<file path="src/rtl/level_pkg.sv">
// Shared types and default parameters for the per-user level manager.
package level_pkg;

  typedef enum logic [2:0] {
    ST_CLEAR  = 3'd0,
    ST_IDLE   = 3'd1,
    ST_LOAD   = 3'd2,
    ST_ACTIVE = 3'd3,
    ST_UPDATE = 3'd4
  } state_e;

  localparam int unsigned DEF_ID_W        = 3;
  localparam int unsigned DEF_LVL_W       = 4;
  localparam int unsigned DEF_MAX_LEVEL   = 15;
  localparam int unsigned DEF_LOSS_DEMOTE = 1;

endpackage

</file>
<file path="src/rtl/level_store_ram.sv">
// Single-port level table: synchronous read with one cycle of latency, no reset.
module level_store_ram #(
  parameter int unsigned ID_W  = 3,
  parameter int unsigned LVL_W = 4
) (
  input  logic             clock,
  input  logic [ID_W-1:0]  address,
  input  logic [LVL_W-1:0] data,
  input  logic             wren,
  output logic [LVL_W-1:0] q
);

  localparam int unsigned DEPTH = 2 ** ID_W;

  logic [LVL_W-1:0] mem [DEPTH];

  // Write port and registered read (read-during-write returns the old word).
  always_ff @(posedge clock) begin
    if (wren) begin
      mem[address] <= data;
    end
    q <= mem[address];
  end

endmodule

</file>
<file path="src/rtl/level_manager_param.sv">
// Tracks the level of the logged-in user; levels live in a table that is
// initialised to 1 after every reset and persists across logins.
module level_manager_param
  import level_pkg::*;
#(
  parameter int unsigned ID_W        = DEF_ID_W,
  parameter int unsigned LVL_W       = DEF_LVL_W,
  parameter int unsigned MAX_LEVEL   = DEF_MAX_LEVEL,
  parameter int unsigned LOSS_DEMOTE = DEF_LOSS_DEMOTE
) (
  input  logic             clock,
  input  logic             rst,
  input  logic             auth_bit,
  input  logic [ID_W-1:0]  internal_id,
  input  logic             log_out,
  input  logic             win,
  input  logic             lose,
  output logic [LVL_W-1:0] level_num,
  output logic             levelupdated,
  output logic             max_reached,
  output logic             busy
);

  localparam logic [ID_W-1:0]  LAST_ADDR = {ID_W{1'b1}};
  localparam logic [LVL_W-1:0] MAX_LVL   = LVL_W'(MAX_LEVEL);
  localparam logic [LVL_W-1:0] ONE_LVL   = LVL_W'(1);
  localparam logic [LVL_W-1:0] ZERO_LVL  = '0;

  state_e           state, state_n;
  logic [ID_W-1:0]  clr_addr, clr_addr_n;
  logic [ID_W-1:0]  cur_id, cur_id_n;
  logic [LVL_W-1:0] level_n;
  logic             upd_n, max_n, busy_n;

  logic [ID_W-1:0]  ram_addr_c;
  logic [LVL_W-1:0] ram_data_c;
  logic             ram_wren_c;
  logic [LVL_W-1:0] ram_q;

  level_store_ram #(
    .ID_W  (ID_W),
    .LVL_W (LVL_W)
  ) u_store (
    .clock   (clock),
    .address (ram_addr_c),
    .data    (ram_data_c),
    .wren    (ram_wren_c),
    .q       (ram_q)
  );

  // State and registered outputs.
  always_ff @(posedge clock or negedge rst) begin
    if (!rst) begin
      state        <= ST_CLEAR;
      clr_addr     <= '0;
      cur_id       <= '0;
      level_num    <= '0;
      levelupdated <= 1'b0;
      max_reached  <= 1'b0;
      busy         <= 1'b1;
    end else begin
      state        <= state_n;
      clr_addr     <= clr_addr_n;
      cur_id       <= cur_id_n;
      level_num    <= level_n;
      levelupdated <= upd_n;
      max_reached  <= max_n;
      busy         <= busy_n;
    end
  end

  // Next state, next output values and table access for this cycle.
  always_comb begin
    state_n    = state;
    clr_addr_n = clr_addr;
    cur_id_n   = cur_id;
    level_n    = level_num;
    upd_n      = 1'b0;
    ram_addr_c = cur_id;
    ram_data_c = level_num;
    ram_wren_c = 1'b0;

    case (state)
      ST_CLEAR: begin
        ram_addr_c = clr_addr;
        ram_data_c = ONE_LVL;
        ram_wren_c = 1'b1;
        clr_addr_n = clr_addr + ID_W'(1);
        level_n    = ZERO_LVL;
        if (clr_addr == LAST_ADDR) begin
          state_n = ST_IDLE;
        end
      end
      ST_IDLE: begin
        // Address follows the requested ID so the read is issued on the login edge.
        ram_addr_c = internal_id;
        if (auth_bit) begin
          cur_id_n = internal_id;
          state_n  = ST_LOAD;
        end
      end
      ST_LOAD: begin
        if (log_out) begin
          state_n = ST_IDLE;
          level_n = ZERO_LVL;
        end else begin
          state_n = ST_ACTIVE;
          level_n = ram_q;
          upd_n   = 1'b1;
        end
      end
      ST_ACTIVE: begin
        if (log_out) begin
          state_n = ST_IDLE;
          level_n = ZERO_LVL;
        end else if (win && !lose) begin
          if (level_num < MAX_LVL) begin
            level_n = level_num + ONE_LVL;
            upd_n   = 1'b1;
            state_n = ST_UPDATE;
          end
        end else if (lose && !win) begin
          if ((LOSS_DEMOTE != 0) && (level_num > ONE_LVL)) begin
            level_n = level_num - ONE_LVL;
            upd_n   = 1'b1;
            state_n = ST_UPDATE;
          end
        end
      end
      ST_UPDATE: begin
        // Commit the changed level; the write completes even on logout.
        ram_wren_c = 1'b1;
        if (log_out) begin
          state_n = ST_IDLE;
          level_n = ZERO_LVL;
        end else begin
          state_n = ST_ACTIVE;
        end
      end
      default: begin
        state_n    = ST_CLEAR;
        clr_addr_n = '0;
        level_n    = ZERO_LVL;
      end
    endcase

    busy_n = (state_n == ST_CLEAR) || (state_n == ST_LOAD) || (state_n == ST_UPDATE);
    max_n  = (state_n == ST_ACTIVE) && (level_n == MAX_LVL);
  end

endmodule

</file>
<file path="config.mk">
export PLATFORM = sky130hd
export DESIGN_NAME = level_manager_param
export DESIGN_NICKNAME = d
export VERILOG_FILES = /design/src/rtl/level_pkg.sv /design/src/rtl/level_store_ram.sv /design/src/rtl/level_manager_param.sv
export SDC_FILE = /design/constraint.sdc
export NUM_CORES = 1
export LEC_CHECK = 0
export CAP_MARGIN = 40
export CORE_MARGIN = 1.5
export CORE_UTILIZATION = 55
export CTS_CLUSTER_DIAMETER = 30
export DETAILED_ROUTE_END_ITERATION = 12
export PLACE_DENSITY = 0.73
export SYNTH_ARGS = -nofsm -noshare
export SYNTH_HDL_FRONTEND = slang
export SYNTH_HIERARCHICAL = 1
export SYNTH_SLANG_ARGS = --single-unit
</file>
<file path="constraint.sdc">
create_clock -name clock -period 3.3 [get_ports clock]
set_clock_uncertainty 0.15 [all_clocks]
set_input_delay 0.825 -clock clock [delete_from_list [all_inputs] [get_ports clock]]
set_output_delay 0.825 -clock clock [all_outputs]
set_load 0.02 [all_outputs]
</file>
==> flow_summary.json <==
{
  "path_buf_inv": 1,
  "power.share.sequential": 0.394,
  "die_w_um": 71.46,
  "total_power_mw": 2.798,
  "fin_ws_ns": 0.6852,
  "synth_area_leaders": "edfxtp_1, dfrtp_1, mux2i_1",
  "powerDensity_nw_per_um2": 964.8,
  "crit_path_start_kind": "flop",
  "grt-ovfl-total": 0,
  "synth_area_per_cell_um2": 12.63,
  "cts_sinks": 52,
  "synthArstFlopShare": 0.3077,
  "htree_levels": 2,
  "final_util": 0.6526,
  "intPower_mw": 1.795,
  "cts_made_buffers": 5,
  "root_buffer": "clkbuf_8",
  "pin_count": 16,
  "grt_pass1_wl_mm": 8.197,
  "clockPowerShare": 0.173,
  "slew_headroom": 0.5322,
  "holdCritPathClass": "reg -> reg",
  "drt_iter0_drc": 175,
  "hold_slack_ns": 0.3691,
  "clockBufferDepth": 2,
  "critical_path_class": "reg -> out",
  "clkLatencyLatePin_ns": 0.29,
  "crit_chain": "clkdlybuf4s50_1",
  "slowest_stage": "clkdlybuf4s50_1",
  "grt_util_met3": 0.04079,
  "critPathArrivalTime_ns": 1.64,
  "busiest_layer": "met2",
  "dp_slack_ns": 0.4333,
  "outcome": "complete, no violations",
  "die-height_um": 71.46,
  "synth_edf_count": 32,
  "worstPathMaxFanout": 14,
  "ant_nets": 0,
  "power.leakage_nw": 1.099,
  "min_period_ns": 2.615,
  "seq_area_frac_synth": 0.5597,
  "rsz0062_at_grt": "false",
  "tightestPinTransition_ns": 0.6995,
  "yosysTopAreaCell": "edfxtp_1",
  "gr-usage-met1": 0.2410,
  "synth_cells": 204,
  "routedWlPerCell_um": 17.65,
  "yosysMostFrequentCell": "edfxtp_1",
  "insertedDiodeCount": 0,
  "maxSlewViolCount": 0,
  "ys_warn_count": 6,
  "drtPass1Iterations": 7,
  "grt_max_degree": 19,
  "swShare": 0.3584,
  "final_nets": 236,
  "ys_top_cells_by_count": "edfxtp_1, dfrtp_1, nor2_1, nand2_1, o21ai_0",
  "grt_antenna_before_repair": 0,
  "syn_nets": 218,
  "ys_ff_latch": 52,
  "synth_top_flop_cell": "edfxtp_1",
  "filler_cell_count": 322,
  "critPathTopFamily": "buffers and inverters",
  "post_cts_buffers": 0,
  "finalHoldViolations": 0,
  "hold_buffers": 0,
  "required_ns": 2.32,
  "grt_use_met2": 0.3707,
  "route.detailed.drc": 0,
  "cap_violations": 0,
  "die_area_um2": 5106,
  "vias": 1679,
  "synth_cell_types": 59,
  "grt_pass1_vias": 1760,
  "cts_resized": 0,
  "start_util": 0.5800,
  "synth_area_um2": 2577,
  "syn2layout_area_growth_pct": 12.52,
  "grt_util_all_layers": 0.2055,
  "rows": 24,
  "period_share": 0.7924,
  "vias_per_cell": 6.128,
  "dp_hpwl_mm": 3.575,
  "port_buffers": 15,
  "fmax_mhz": 382.4,
  "routed_wl_mm": 4.837,
  "synth.top_cell.area_share": 0.3728,
  "final.setup.tns_ns": 0,
  "endpoint_kind": "output pin",
  "setup_viol": 0,
  "coreArea_um2": 4444,
  "layout-drive-gt1-share": 0.1577,
  "cts_tree": "done",
  "slowest_delay_ns": 0.70,
  "clkSlewWorstSetupHoldPaths_ns": 0.09,
  "gp_congestion": 0.8086,
  "peakVddDrop_v": 0.0004029,
  "p_sw_mw": 1.003,
  "p_comb_frac": 0.432
}
==> worst reg2reg max path, cell delays in order (launching register included) <==
cell	delay, ns
dfrtp_1	0.69
or2_0	0.33
nand2_1	0.10
o21ai_1	0.08
buf_4	0.21
mux4_1	0.57
mux2_2	0.27
==> state kept, by name (all words and copies together), names as in the netlist <==
name,cells
u_store/mem,32
level_num,4
u_store/q,4
clr_addr,3
cur_id,3
state,3
busy,1
levelupdated,1
max_reached,1
==> final timing paths <==
| kind | start | to | slack, ns | cells past startpoint |
|---|---|---|---|---|
| worst min register to register | cur_id[0] | cur_id[0] | 0.37 | 1 |
| max in group asynchronous | rst | cur_id[1] | 1.76 | 1 |
| worst min-delay path | cur_id[0] | cur_id[0] | 0.37 | 1 |
| min in group asynchronous | rst | state[0] | 0.80 | 1 |
| worst max-delay path | level_num[2] | level_num[2] | 0.69 | 1 |
| worst max register to register | state[2] | u_store/q[2] | 0.78 | 6 |
==> power groups by stage <==
stage               sequential, mW  combinational, mW  clock, mW
floorplan                     1.06              0.945          0
global placement              1.11               1.14          0
detailed placement            1.12               1.20          0
CTS                           1.10               1.20      0.497
global route                  1.13               1.32      0.517
finish                        1.10               1.21      0.485
==> per-layer routing <==
metal,part of all wire,up-vias,wire length (um)
li1,-,796,-
met1,0.41,820,1969
met2,0.54,57,2608
met3,0.045,6,218
met4,0.0085,0,41
met5,0,-,0
==> area by class of cell <==
class	instances	area, um2	area share
repair buffers	22	200.2	0.06903
multi-input cells	133	1033	0.3563
inverters	8	30.03	0.01035
clock buffers	5	68.82	0.02373
clock inverters	2	60.06	0.02071
well taps	52	65.06	0.02243
flip-flops and latches	52	1443	0.4974
==> per-stage QoR <==
| step | instances | area, um2 |
|---|---|---|
| floorplan | 204 | 2577 |
| finish | 274 | 2900 |
| CTS | 274 | 2900 |
| detailed placement | 267 | 2771 |
| global route | 274 | 2900 |
| global placement | 266 | 2766 |
==> cells in the final DEF, fill, tap and decap left out, types with 2 or more instances in the layout <==
| cell type | instances |
|---|---|
| edfxtp_1 | 32 |
| nor2_1 | 15 |
| dfrtp_1 | 15 |
| clkdlybuf4s50_1 | 15 |
| nand2_1 | 14 |
| mux2i_1 | 10 |
| o21ai_0 | 10 |
| nand3_1 | 7 |
| inv_1 | 6 |
| a21oi_1 | 6 |
| mux2_2 | 6 |
| buf_4 | 6 |
| a31oi_1 | 5 |
| ha_1 | 5 |
| clkbuf_8 | 5 |
| nor3_1 | 4 |
| dfxtp_1 | 4 |
| nor2b_1 | 3 |
| nand2b_1 | 3 |
| mux4_1 | 3 |
| o21ai_1 | 2 |
| o31a_1 | 2 |
| a22oi_1 | 2 |
| or2_2 | 2 |
| xnor2_1 | 2 |
| inv_2 | 2 |
| bufinv_16 | 2 |
==> kinds of logic after synthesis <==
logic type	after synthesis	share of synthesized area
AOI/OAI and AO/OA	44	0.1272
muxes	21	0.1102
buffers and inverters	19	0.03932
adders and majority gates	5	0.02427
DFF	52	0.5597
xor gates and xnor gates	2	0.006797
and+or+nand+nor	61	0.1325
(Power assumes the default switching activity.)
